===== config.mk =====
export PLATFORM = sky130hd
export DESIGN_NAME = pipeline_hazard_ctrl_flat
export DESIGN_NICKNAME = d
export VERILOG_FILES = /design/src/rtl/pipeline_hazard_ctrl_if.sv /design/src/rtl/pipeline_hazard_ctrl.sv /design/src/flat_wrapper.sv
export SDC_FILE = /design/constraint.sdc
export NUM_CORES = 1
export LEC_CHECK = 0
export ABC_AREA = 1
export BUFFER_PORTS_ARGS = -buffer_cell sky130_fd_sc_hd__buf_2
export CORE_MARGIN = 1.5
export CORE_UTILIZATION = 48
export DETAILED_ROUTE_END_ITERATION = 7
export GPL_TIMING_DRIVEN = 0
export PLACE_DENSITY = 0.79
export SYNTH_ARGS = -nofsm -noshare
export SYNTH_HDL_FRONTEND = slang
export SYNTH_SLANG_ARGS = --single-unit

===== constraint.sdc =====
create_clock -name clk -period 2.5 [get_ports clk]
set_clock_uncertainty 0.05 [all_clocks]
set_input_delay 0.25 -clock clk [delete_from_list [all_inputs] [get_ports clk]]
set_output_delay 0.25 -clock clk [all_outputs]
set_load 0.02 [all_outputs]

===== src/rtl/pipeline_hazard_ctrl_if.sv =====
// Signal bundle between the pipeline datapath and its hazard controller.
// The datapath side uses the master modport and the controller uses the slave modport.
interface pipeline_hazard_ctrl_if;
    logic [2:0]  id_rs;
    logic [2:0]  id_rt;
    logic        id_uses_rs;
    logic        id_uses_rt;
    logic [2:0]  ex_rs;
    logic [2:0]  ex_rt;
    logic [2:0]  ex_rd;
    logic [2:0]  mem_rd;
    logic [2:0]  wb_rd;
    logic        ex_RegWrite;
    logic        mem_RegWrite;
    logic        wb_RegWrite;
    logic        ex_MemRead;
    logic        branch_taken;
    logic        mem_busy;
    logic        pc_write;
    logic        if_id_write;
    logic        id_ex_write;
    logic        ex_mem_write;
    logic        if_id_flush;
    logic        id_ex_flush;
    logic        mem_wb_bubble;
    logic [1:0]  fwd_a;
    logic [1:0]  fwd_b;
    logic [1:0]  state;
    logic [15:0] stall_count;

    modport master (
        output id_rs, id_rt, id_uses_rs, id_uses_rt, ex_rs, ex_rt,
               ex_rd, mem_rd, wb_rd, ex_RegWrite, mem_RegWrite, wb_RegWrite,
               ex_MemRead, branch_taken, mem_busy,
        input  pc_write, if_id_write, id_ex_write, ex_mem_write,
               if_id_flush, id_ex_flush, mem_wb_bubble, fwd_a, fwd_b,
               state, stall_count
    );

    modport slave (
        input  id_rs, id_rt, id_uses_rs, id_uses_rt, ex_rs, ex_rt,
               ex_rd, mem_rd, wb_rd, ex_RegWrite, mem_RegWrite, wb_RegWrite,
               ex_MemRead, branch_taken, mem_busy,
        output pc_write, if_id_write, id_ex_write, ex_mem_write,
               if_id_flush, id_ex_flush, mem_wb_bubble, fwd_a, fwd_b,
               state, stall_count
    );
endinterface


===== src/rtl/pipeline_hazard_ctrl.sv =====
// Five-stage pipeline hazard controller: stage enables, flushes, operand forwarding and a saturating stall counter.
// Define FORWARDING_EN for EX/MEM + MEM/WB forwarding with load-use stalls; undefined means stall on any RAW match.
module pipeline_hazard_ctrl (
    input  logic                         clk,
    input  logic                         rst_n,
    pipeline_hazard_ctrl_if.slave        hz
);

    typedef enum logic [1:0] {
        RUN   = 2'b00,
        STALL = 2'b01,
        FLUSH = 2'b10,
        MWAIT = 2'b11
    } state_e;

    state_e      state_q, state_d;
    logic [15:0] stall_count_q, stall_count_d;
    logic        hazard;

    // A register is read in ID only if its source is used; r0 is never a real dependency.
    function automatic logic id_reads(input logic [2:0] r, input logic [2:0] rs, input logic [2:0] rt,
                                      input logic use_rs, input logic use_rt);
        return (r != 3'd0) && ((use_rs && rs == r) || (use_rt && rt == r));
    endfunction

`ifdef FORWARDING_EN
    function automatic logic [1:0] fwd_sel(input logic [2:0] src, input logic mem_we, input logic [2:0] mem_rd,
                                           input logic wb_we, input logic [2:0] wb_rd);
        if (mem_we && mem_rd != 3'd0 && mem_rd == src)
            return 2'b10;
        else if (wb_we && wb_rd != 3'd0 && wb_rd == src)
            return 2'b01;
        else
            return 2'b00;
    endfunction

    assign hazard = hz.ex_MemRead && hz.ex_RegWrite &&
                    id_reads(hz.ex_rd, hz.id_rs, hz.id_rt, hz.id_uses_rs, hz.id_uses_rt);
    assign hz.fwd_a = fwd_sel(hz.ex_rs, hz.mem_RegWrite, hz.mem_rd, hz.wb_RegWrite, hz.wb_rd);
    assign hz.fwd_b = fwd_sel(hz.ex_rt, hz.mem_RegWrite, hz.mem_rd, hz.wb_RegWrite, hz.wb_rd);
`else
    // WB results are written before ID reads them, so only EX and MEM writers can conflict.
    assign hazard = (hz.ex_RegWrite  && id_reads(hz.ex_rd,  hz.id_rs, hz.id_rt, hz.id_uses_rs, hz.id_uses_rt)) ||
                    (hz.mem_RegWrite && id_reads(hz.mem_rd, hz.id_rs, hz.id_rt, hz.id_uses_rs, hz.id_uses_rt));
    assign hz.fwd_a = 2'b00;
    assign hz.fwd_b = 2'b00;

    logic unused_fwd_inputs;
    assign unused_fwd_inputs = ^{hz.ex_rs, hz.ex_rt, hz.wb_rd, hz.wb_RegWrite};
`endif

    // NOTE: every output gets a default before the case so no path leaves a latch behind.
    always_comb begin
        state_d          = RUN;
        hz.pc_write      = 1'b1;
        hz.if_id_write   = 1'b1;
        hz.id_ex_write   = 1'b1;
        hz.ex_mem_write  = 1'b1;
        hz.if_id_flush   = 1'b0;
        hz.id_ex_flush   = 1'b0;
        hz.mem_wb_bubble = 1'b0;

        if (hz.mem_busy)          state_d = MWAIT;
        else if (hz.branch_taken) state_d = FLUSH;
        else if (hazard)          state_d = STALL;

        case (state_d)
            MWAIT: begin
                hz.pc_write      = 1'b0;
                hz.if_id_write   = 1'b0;
                hz.id_ex_write   = 1'b0;
                hz.ex_mem_write  = 1'b0;
                hz.mem_wb_bubble = 1'b1;
            end
            FLUSH: begin
                hz.if_id_flush = 1'b1;
                hz.id_ex_flush = 1'b1;
            end
            STALL: begin
                hz.pc_write    = 1'b0;
                hz.if_id_write = 1'b0;
                hz.id_ex_flush = 1'b1;
            end
            default: ;
        endcase

        stall_count_d = stall_count_q;
        if ((state_d == STALL || state_d == MWAIT) && stall_count_q != 16'hFFFF)
            stall_count_d = stall_count_q + 16'd1;
    end

    // NOTE: sequential state uses non-blocking assignments so all flops see pre-edge values.
    always_ff @(posedge clk or negedge rst_n) begin
        if (!rst_n) begin
            state_q       <= RUN;
            stall_count_q <= 16'd0;
        end else begin
            state_q       <= state_d;
            stall_count_q <= stall_count_d;
        end
    end

    assign hz.state       = state_q;
    assign hz.stall_count = stall_count_q;

endmodule


===== src/flat_wrapper.sv =====
// flat-port wrapper written by rule: the top's interface ports become plain ports
module pipeline_hazard_ctrl_flat 
  (clk, rst_n, hz_id_rs, hz_id_rt, hz_id_uses_rs, hz_id_uses_rt, hz_ex_rs, hz_ex_rt, hz_ex_rd, hz_mem_rd, hz_wb_rd, hz_ex_RegWrite, hz_mem_RegWrite, hz_wb_RegWrite, hz_ex_MemRead, hz_branch_taken, hz_mem_busy, hz_pc_write, hz_if_id_write, hz_id_ex_write, hz_ex_mem_write, hz_if_id_flush, hz_id_ex_flush, hz_mem_wb_bubble, hz_fwd_a, hz_fwd_b, hz_state, hz_stall_count);
  pipeline_hazard_ctrl_if hz_i ();
  input  logic clk;
  input  logic rst_n;
  input wire logic [$bits(hz_i.id_rs)-1:0] hz_id_rs;
  input wire logic [$bits(hz_i.id_rt)-1:0] hz_id_rt;
  input wire logic [$bits(hz_i.id_uses_rs)-1:0] hz_id_uses_rs;
  input wire logic [$bits(hz_i.id_uses_rt)-1:0] hz_id_uses_rt;
  input wire logic [$bits(hz_i.ex_rs)-1:0] hz_ex_rs;
  input wire logic [$bits(hz_i.ex_rt)-1:0] hz_ex_rt;
  input wire logic [$bits(hz_i.ex_rd)-1:0] hz_ex_rd;
  input wire logic [$bits(hz_i.mem_rd)-1:0] hz_mem_rd;
  input wire logic [$bits(hz_i.wb_rd)-1:0] hz_wb_rd;
  input wire logic [$bits(hz_i.ex_RegWrite)-1:0] hz_ex_RegWrite;
  input wire logic [$bits(hz_i.mem_RegWrite)-1:0] hz_mem_RegWrite;
  input wire logic [$bits(hz_i.wb_RegWrite)-1:0] hz_wb_RegWrite;
  input wire logic [$bits(hz_i.ex_MemRead)-1:0] hz_ex_MemRead;
  input wire logic [$bits(hz_i.branch_taken)-1:0] hz_branch_taken;
  input wire logic [$bits(hz_i.mem_busy)-1:0] hz_mem_busy;
  output wire logic [$bits(hz_i.pc_write)-1:0] hz_pc_write;
  output wire logic [$bits(hz_i.if_id_write)-1:0] hz_if_id_write;
  output wire logic [$bits(hz_i.id_ex_write)-1:0] hz_id_ex_write;
  output wire logic [$bits(hz_i.ex_mem_write)-1:0] hz_ex_mem_write;
  output wire logic [$bits(hz_i.if_id_flush)-1:0] hz_if_id_flush;
  output wire logic [$bits(hz_i.id_ex_flush)-1:0] hz_id_ex_flush;
  output wire logic [$bits(hz_i.mem_wb_bubble)-1:0] hz_mem_wb_bubble;
  output wire logic [$bits(hz_i.fwd_a)-1:0] hz_fwd_a;
  output wire logic [$bits(hz_i.fwd_b)-1:0] hz_fwd_b;
  output wire logic [$bits(hz_i.state)-1:0] hz_state;
  output wire logic [$bits(hz_i.stall_count)-1:0] hz_stall_count;
  assign hz_i.id_rs = hz_id_rs;
  assign hz_i.id_rt = hz_id_rt;
  assign hz_i.id_uses_rs = hz_id_uses_rs;
  assign hz_i.id_uses_rt = hz_id_uses_rt;
  assign hz_i.ex_rs = hz_ex_rs;
  assign hz_i.ex_rt = hz_ex_rt;
  assign hz_i.ex_rd = hz_ex_rd;
  assign hz_i.mem_rd = hz_mem_rd;
  assign hz_i.wb_rd = hz_wb_rd;
  assign hz_i.ex_RegWrite = hz_ex_RegWrite;
  assign hz_i.mem_RegWrite = hz_mem_RegWrite;
  assign hz_i.wb_RegWrite = hz_wb_RegWrite;
  assign hz_i.ex_MemRead = hz_ex_MemRead;
  assign hz_i.branch_taken = hz_branch_taken;
  assign hz_i.mem_busy = hz_mem_busy;
  assign hz_pc_write = hz_i.pc_write;
  assign hz_if_id_write = hz_i.if_id_write;
  assign hz_id_ex_write = hz_i.id_ex_write;
  assign hz_ex_mem_write = hz_i.ex_mem_write;
  assign hz_if_id_flush = hz_i.if_id_flush;
  assign hz_id_ex_flush = hz_i.id_ex_flush;
  assign hz_mem_wb_bubble = hz_i.mem_wb_bubble;
  assign hz_fwd_a = hz_i.fwd_a;
  assign hz_fwd_b = hz_i.fwd_b;
  assign hz_state = hz_i.state;
  assign hz_stall_count = hz_i.stall_count;
  pipeline_hazard_ctrl u_core (.clk(clk), .rst_n(rst_n), .hz(hz_i));
endmodule

# Yosys cells after proc, flatten, opt, wreduce, memory -nomap -nowiden
# Index checks and enable logic that the tools add are counted.
# word_totals
reg_bits	18
in_bits	31
output_inout_bits	29
word_cells	36
# classes
n_addsub	1
eq_ne	8
n_mux	8
n_reduce_logical	17
# ops
op	count
$add 16x1->16 const B	1
$ne 16x16->1 const B	1
$eq 3x3->1	4
$logic_and 1x1->1	9
$mux 1	6
$reduce_bool 3->1	2
$eq 2x2->1 const B	2
$logic_or 1x1->1	4
$mux 2	2
$reduce_or 2->1	2
$eq 2x1->1 const B	1

# Logic depth before layout (Yosys ltp)
# Gate-level depths: netlist of run 1.
# logic_depth
depth_word	12
depth_mapped	12
ltp_nobuf	11

# Worst setup path after synthesis of run 1
# OpenSTA, ideal clock, no wires.
# synth_timing
path_kind	register to register
start	register u_core.stall_count_q[0], in the netlist u_core.hz.stall_count[0]
end	register u_core.stall_count_q[2], in the netlist u_core.hz.stall_count[2]
setup_time_ns	0.118
arrival_ns	1.768
required_ns	2.332
slack_ns	0.564
path_stages_with_launch	10
n_path_buf	2
synth_period_minus_slack_ns	1.936
path_cell_list	dfrtp_1 -> ha_1 -> clkinv_1 -> nor2_4 -> nand4_1 -> or2_1 -> buf_6 -> buf_2 -> nand4_1 -> nand2_1
# synth_between
elab_chain_cells	2
word_cells_on_any_way	3
classes_between	add/sub (1); eq/ne (1); reduce/logical (1)
# synth_rtl
element	line	rtl
from (decl)	pipeline_hazard_ctrl.sv:17	logic [15:0] stall_count_q, stall_count_d;
from (signal assigned)	pipeline_hazard_ctrl.sv:99	stall_count_q <= stall_count_d;
branches (longest 2 deep; another with $add 16x1->16)	-	
# Several ways; the timed one is not identified.
# A chain may end at the register's enable or synchronous reset.

# Worst setup path after layout of run 1
# layout_timing
start	register u_core.stall_count_q[0], in the netlist u_core.hz.stall_count[0]
end	register u_core.stall_count_q[11], in the netlist u_core.hz.stall_count[11]
# Same word-level chain as after synthesis.

==> impl_metrics.ini, run 1 <==
[detailed_routing]
num_vias = 1458
via_per_inst = 4.86
drtPass1Iterations = 4
routed_wl_mm = 3.19
wire_per_inst_um = 10.6
dr.first_iter.drc_count = 45
drc = 0
ant_nets = 0

[critical_path]
path_max_fanout = 10
required_ns = 2.69
path_class = register to register
worstSetupEndpointType = register
arrival_ns = 2.20
critPathLaunchType = register

[power_and_ir_drop]
p_clk_frac = 0.213
leakagePower_uw = 0.00101
peakVddDrop_mv = 0.339
switching_share = 0.390
p_comb_frac = 0.354
p_switching_uw = 341
p_int_uw = 533
power.density_nw_per_um2 = 505
power_frac_seq = 0.433

[timing]
finalHoldViolCount = 0
finalCriticalPeriod_ns = 2.00
min_period_over_period = 0.802
max_freq_mhz = 499
finalSetupViolations = 0
slew_violations = 0
tns_ns = 0
rsz0062_at_grt = false

[die]
die_area_um2 = 3280
fp.dieW_um = 57.3
start_util = 0.508
core_um2 = 2780
ios = 60
rows = 19
die_h_um = 57.3

[synth]
synth_top_family_by_area = simple AND/OR/NAND/NOR gates
postSynthAreaPerCell_um2 = 6.52
synthArstFlopShare = 1.00
synthTopCellsByArea = dfrtp_1, nand2_1, nand4_1, inv_1, nor2_1
synthMuxAreaShare = 0
syn_inst = 217
synth_compound_area_frac = 0.0142
ys_types = 25
synth_top_area_share = 0.319
synth_common_cells = nand2_1, inv_1, nand4_1, nor2_1, dfrtp_1
yosys.area_share.simple = 0.452
ys_seq_elements = 18
ys.flop_type = dfrtp_1
yosysMostFrequentCell = nand2_1
synth_edf_count = 0
netlist.top_cell.by_area = dfrtp_1
netlist_area_um2 = 1410
ys.warnings.count = 0
synth_xor_area_frac = 0.0743
yosysSeqAreaShare = 0.319
synth_adder_area_share = 0.00885

[place]
dp_hpwl_mm = 2.57
place_congestion = 0.911
io_buffers = 44
placed_area_um2 = 1680

[grt]
first_global_vias = 1316
grt_pass1_wl_mm = 5.43
grt_max_degree = 19
gr-total-overflow = 0
antenna_found_initial = 0
track_usage = 0.213

[clock_network]
post_cts_resized = 0
clockBufferDepth = 2
clk_pin_slew_ns = 0.11
holdBufCountCts = 1
tritoncts = yes
cts_setup_buffers = 0
htreeDepth = 1
clkLatencyLatePin_ns = 0.30
clock_sinks = 18
root_buffer = clkbuf_4
numCtsBuffers = 3

[outcome]
status = finished clean

[flow_run]
drv_cap = 0

[finish]
antenna_cells = 0
final_area_um2 = 1730
drive_above_1_share = 0.238
fillers = 282
nets = 302
synthToLayoutAreaGrowth_pct = 22.4

[hold_path]
min-delay-path-class = primary input to register
kinds of logic (layout without fill, tap and decap cells):
logic type                 Yosys count  in the layout
AOI/OAI and AO/OA                    3              3
adders and majority gates            1              1
other                                1              4
and+or+nand+nor                    144            144
DFF                                 18             18
buffers and inverters               38             87
xor gates and xnor gates            12             12
state kept, by name, summed over array words and instances, names as in the netlist:
signal,count
u_core.hz.state,2
u_core.hz.stall_count,16
worst max-delay path, cell delays in order (launching register included):
cell      delay [ns]
dfrtp_1         0.43
ha_1            0.22
clkinv_1        0.13
nor2_4          0.16
nand4_1         0.15
or2_1           0.27
buf_6           0.14
nand3_4         0.12
buf_6           0.15
nand2_1         0.06
nand2_1         0.08
per-stage QoR:
stage,instances,hold WS [ns],power (uW),setup slack (ns),util
after global placement,295,0.149,682,0.519,0.605
after detailed placement,295,0.158,695,0.501,0.605
after floorplan,220,-0.0956,585,0.564,-
after global routing,300,0.118,927,0.320,0.622
final,300,0.108,874,0.495,0.622
after CTS,300,0.113,878,0.468,0.622
path summary, 6_finish.rpt:
kind	endpoint	slack, ns	from	cells past startpoint
max	u_core.hz.stall_count[11]	0.50	u_core.hz.stall_count[0]	10
min	u_core.hz.state[1]	0.11	hz_branch_taken	3
max reg2reg	u_core.hz.stall_count[11]	0.50	u_core.hz.stall_count[0]	10
min reg2reg	u_core.hz.stall_count[13]	0.46	u_core.hz.stall_count[13]	2
max in group asynchronous	u_core.hz.stall_count[0]	1.77	rst_n	2
min in group asynchronous	u_core.hz.stall_count[5]	0.34	rst_n	2
power groups by stage:
stage	Clock (uW)	Sequential (uW)	Combinational [uW]
final	186	378	309
after global placement	0	381	302
after detailed placement	0	385	310
after global routing	203	386	338
after CTS	187	379	312
after floorplan	0	422	163
cell usage in the layout, fill, tap and decap left out, types with 2 or more instances in the layout:
cell type and instances:
buf_4 6, conb_1 4, clkbuf_1 2, inv_2 2, xnor2_1 4, clkbuf_4 3
nand2_1 89, inv_1 23, nand4_1 19, buf_2 46, buf_6 2, nand3_1 7
nor2_1 19, nor3_1 5, xor2_1 8, dfrtp_1 18
metal layers:
layer	up-vias	wire length, um	track usage
met5	-	0	0
met2	33	1540	0.389
met1	644	1470	0.256
met3	5	120	0.0204
li1	776	-	-
met4	0	57	0.0831
final cells by class:
cell class | instances | area [um2] | share of cell area
inverter | 26 | 97.6 | 0.0564
buffer | 12 | 85.1 | 0.0492
tap | 31 | 38.8 | 0.0224
sequential | 18 | 450 | 0.260
clock buffer | 4 | 36.3 | 0.0210
multi-input combinational | 164 | 792 | 0.458
timing repair buffer | 45 | 230 | 0.133
Note: power is estimated with default switching activity, not from simulation.
==> inputs of run 2 (changes only) <==
--- a/config.mk
+++ b/config.mk
@@ -5,13 +5,13 @@
 export SDC_FILE = /design/constraint.sdc
 export NUM_CORES = 1
 export LEC_CHECK = 0
-export ABC_AREA = 1
+export ABC_AREA = 0
 export BUFFER_PORTS_ARGS = -buffer_cell sky130_fd_sc_hd__buf_2
 export CORE_MARGIN = 1.5
-export CORE_UTILIZATION = 48
+export CORE_UTILIZATION = 44
 export DETAILED_ROUTE_END_ITERATION = 7
 export GPL_TIMING_DRIVEN = 0
-export PLACE_DENSITY = 0.79
+export PLACE_DENSITY = 0.78
 export SYNTH_ARGS = -nofsm -noshare
 export SYNTH_HDL_FRONTEND = slang
 export SYNTH_SLANG_ARGS = --single-unit
==> constraint.sdc (replaced) <==
create_clock -name clk -period 2 [get_ports clk]
set_clock_uncertainty 0.05 [all_clocks]
set_input_delay 0.2 -clock clk [delete_from_list [all_inputs] [get_ports clk]]
set_output_delay 0.2 -clock clk [all_outputs]
set_load 0.02 [all_outputs]
==> run 2 against run 1 <==
Compared with the run above: die area fell by 15%; critical endpoint is now u_core.hz.stall_count[15]; first-iteration DRC count fell by 84%; largest cell class unchanged; hold slack got worse by 0.026 ns.
==> impl_metrics.ini, run 2 <==
[place]
dp_slack_ns = 0.0311
place_inst = 179
io_buffers = 44
dp_hpwl_mm = 1.85
place_congestion = 0.778

[detailed_routing]
num_vias = 934
drtPass1Iterations = 4
ant_nets = 0
wire_per_inst_um = 12.0
drc = 0
via_per_inst = 5.02
dr.first_iter.drc_count = 7
routed_wl_mm = 2.24

[timing]
max_freq_mhz = 543
rsz0062_at_grt = false
tns_ns = 0
finalHoldViolCount = 0
min_period_over_period = 0.920
slew_violations = 0
hold_slack_ns = 0.0816
worst_slack_ns = 0.159
finalCriticalPeriod_ns = 1.84
finalSetupViolations = 0

[power_and_ir_drop]
leakagePower_uw = 0.000690
peakVddDrop_mv = 0.720
p_total_uw = 1180
power.density_nw_per_um2 = 829

[synth]
synth_top_area_share = 0.415
synth_common_cells = xnor2_1, dfrtp_1, nand4_1, buf_4
postSynthAreaPerCell_um2 = 10.4
ys.flop_type = dfrtp_1
synthTopCellsByArea = dfrtp_1, xnor2_1, nand4_1, buf_4, nand3_2
ys.warnings.count = 0
yosysMostFrequentCell = xnor2_1
synthArstFlopShare = 1.00
ys_types = 31
netlist.top_cell.by_area = dfrtp_1
synth_edf_count = 0
ys_seq_elements = 18
yosysSeqAreaShare = 0.415
syn_inst = 104
netlist_area_um2 = 1090

[die]
die_h_um = 52.7
start_util = 0.477
fp.dieW_um = 52.7
ios = 60
core_um2 = 2280
rows = 17
die_area_um2 = 2780

[finish]
largest_register_ffs = 16
final_common_cell = buf_2
nets = 191
antenna_cells = 0
final_cells = 186
synthToLayoutAreaGrowth_pct = 31.1
drive_above_1_share = 0.456
final_cell_mix = buf_2, xnor2_1, dfrtp_1, nand4_1, buf_4

[clock_network]
tritoncts = yes
numCtsBuffers = 3
clkLatencyLatePin_ns = 0.29
htreeDepth = 1
clockBufferDepth = 2
clk_pin_slew_ns = 0.10
clock_sinks = 18
root_buffer = clkbuf_4

[critical_path]
r2r_end = u_core.hz.stall_count[15]
critPathLaunchType = register
path_class = register to register
required_ns = 2.13
arrival_ns = 1.98
worstSetupEndpointType = register
r2r_cells = 8
cp-startpoint = u_core.hz.stall_count[0]
r2r_start = u_core.hz.stall_count[0]
path_max_fanout = 10
ff2ff_setup_slack_ns = 0.16
endpoint = u_core.hz.stall_count[15]

[grt]
track_usage = 0.177
grt_pass1_wl_mm = 3.60
gr-total-overflow = 0
grt_max_degree = 19
first_global_vias = 876
antenna_found_initial = 0

[hold_path]
min-delay-path-class = primary input to register

[outcome]
status = finished clean

[flow_run]
drv_cap = 0
## run 2: layout make-up
class                           instances  area (um2)
Fill cell                             192         852
Multi-Input combinational cell         77         582
Sequential cell                        18         450
Timing Repair Buffer                   47         245
Buffer                                  8        60.1
Clock buffer                            4        36.3
Tap cell                               28        35.0
Inverter                                4        15.0
## run 2: worst min path at each step
stage,depth (start not counted),from,endpoint,slack (ns)
after global routing,2,hz_branch_taken,u_core.hz.state[1],0.07
after global placement,1,rst_n,u_core.hz.stall_count[5],0.09
after floorplan,0,rst_n,u_core.hz.stall_count[0],-0.15
after detailed placement,1,rst_n,u_core.hz.stall_count[6],0.09
final,2,hz_branch_taken,u_core.hz.state[1],0.08
after CTS,2,hz_branch_taken,u_core.hz.state[1],0.08
## run 2: report_power, final
group,switching (uW),internal [uW],total [uW]
Sequential,94.7,436,531
Combinational,245,186,431
Clock,108,111,219
## run 2: routing by layer
| metal | part of all wire | up-vias | global-route usage |
|---|---|---|---|
| li1 | - | 456 | - |
| met1 | 0.40 | 443 | 0.193 |
| met2 | 0.54 | 31 | 0.340 |
| met3 | 0.044 | 4 | 0.0257 |
| met4 | 0.015 | 0 | 0.0641 |
| met5 | 0 | - | 0 |
## run 2: kinds of logic after synthesis
group                      Yosys count  synth area share
AOI/OAI and AO/OA                    8            0.0668
xor gates and xnor gates            25             0.202
adders and majority gates            1            0.0115
buffers and inverters               12            0.0691
DFF                                 18             0.415
muxes                                1            0.0104
other                                1           0.00345
and+or+nand+nor                     38             0.222
## run 2: worst max-delay path, cell delays in order, from the launching register on
cell	delay (ns)
dfrtp_1	0.44
ha_1	0.25
nand3_2	0.13
nor3_4	0.07
and3_4	0.18
a21oi_4	0.18
buf_6	0.18
nand3_1	0.11
xnor2_1	0.14
## run 2: stage by stage
stage	area, um2	utilization
floorplan	1100	-
global placement	1350	0.594
detailed placement	1350	0.594
CTS	1400	0.615
global route	1420	0.626
finish	1420	0.626
## run 2: repair_timing
| item | CTS | global route |
|---|---|---|
| hold endpoints to repair | 18 | 0 |
| hold buffers | 1 | 0 |
| endpoints found under the setup margin | 0 | 11 |
| setup buffers | 0 | 2 |
| gates resized for setup | 0 | 2 |
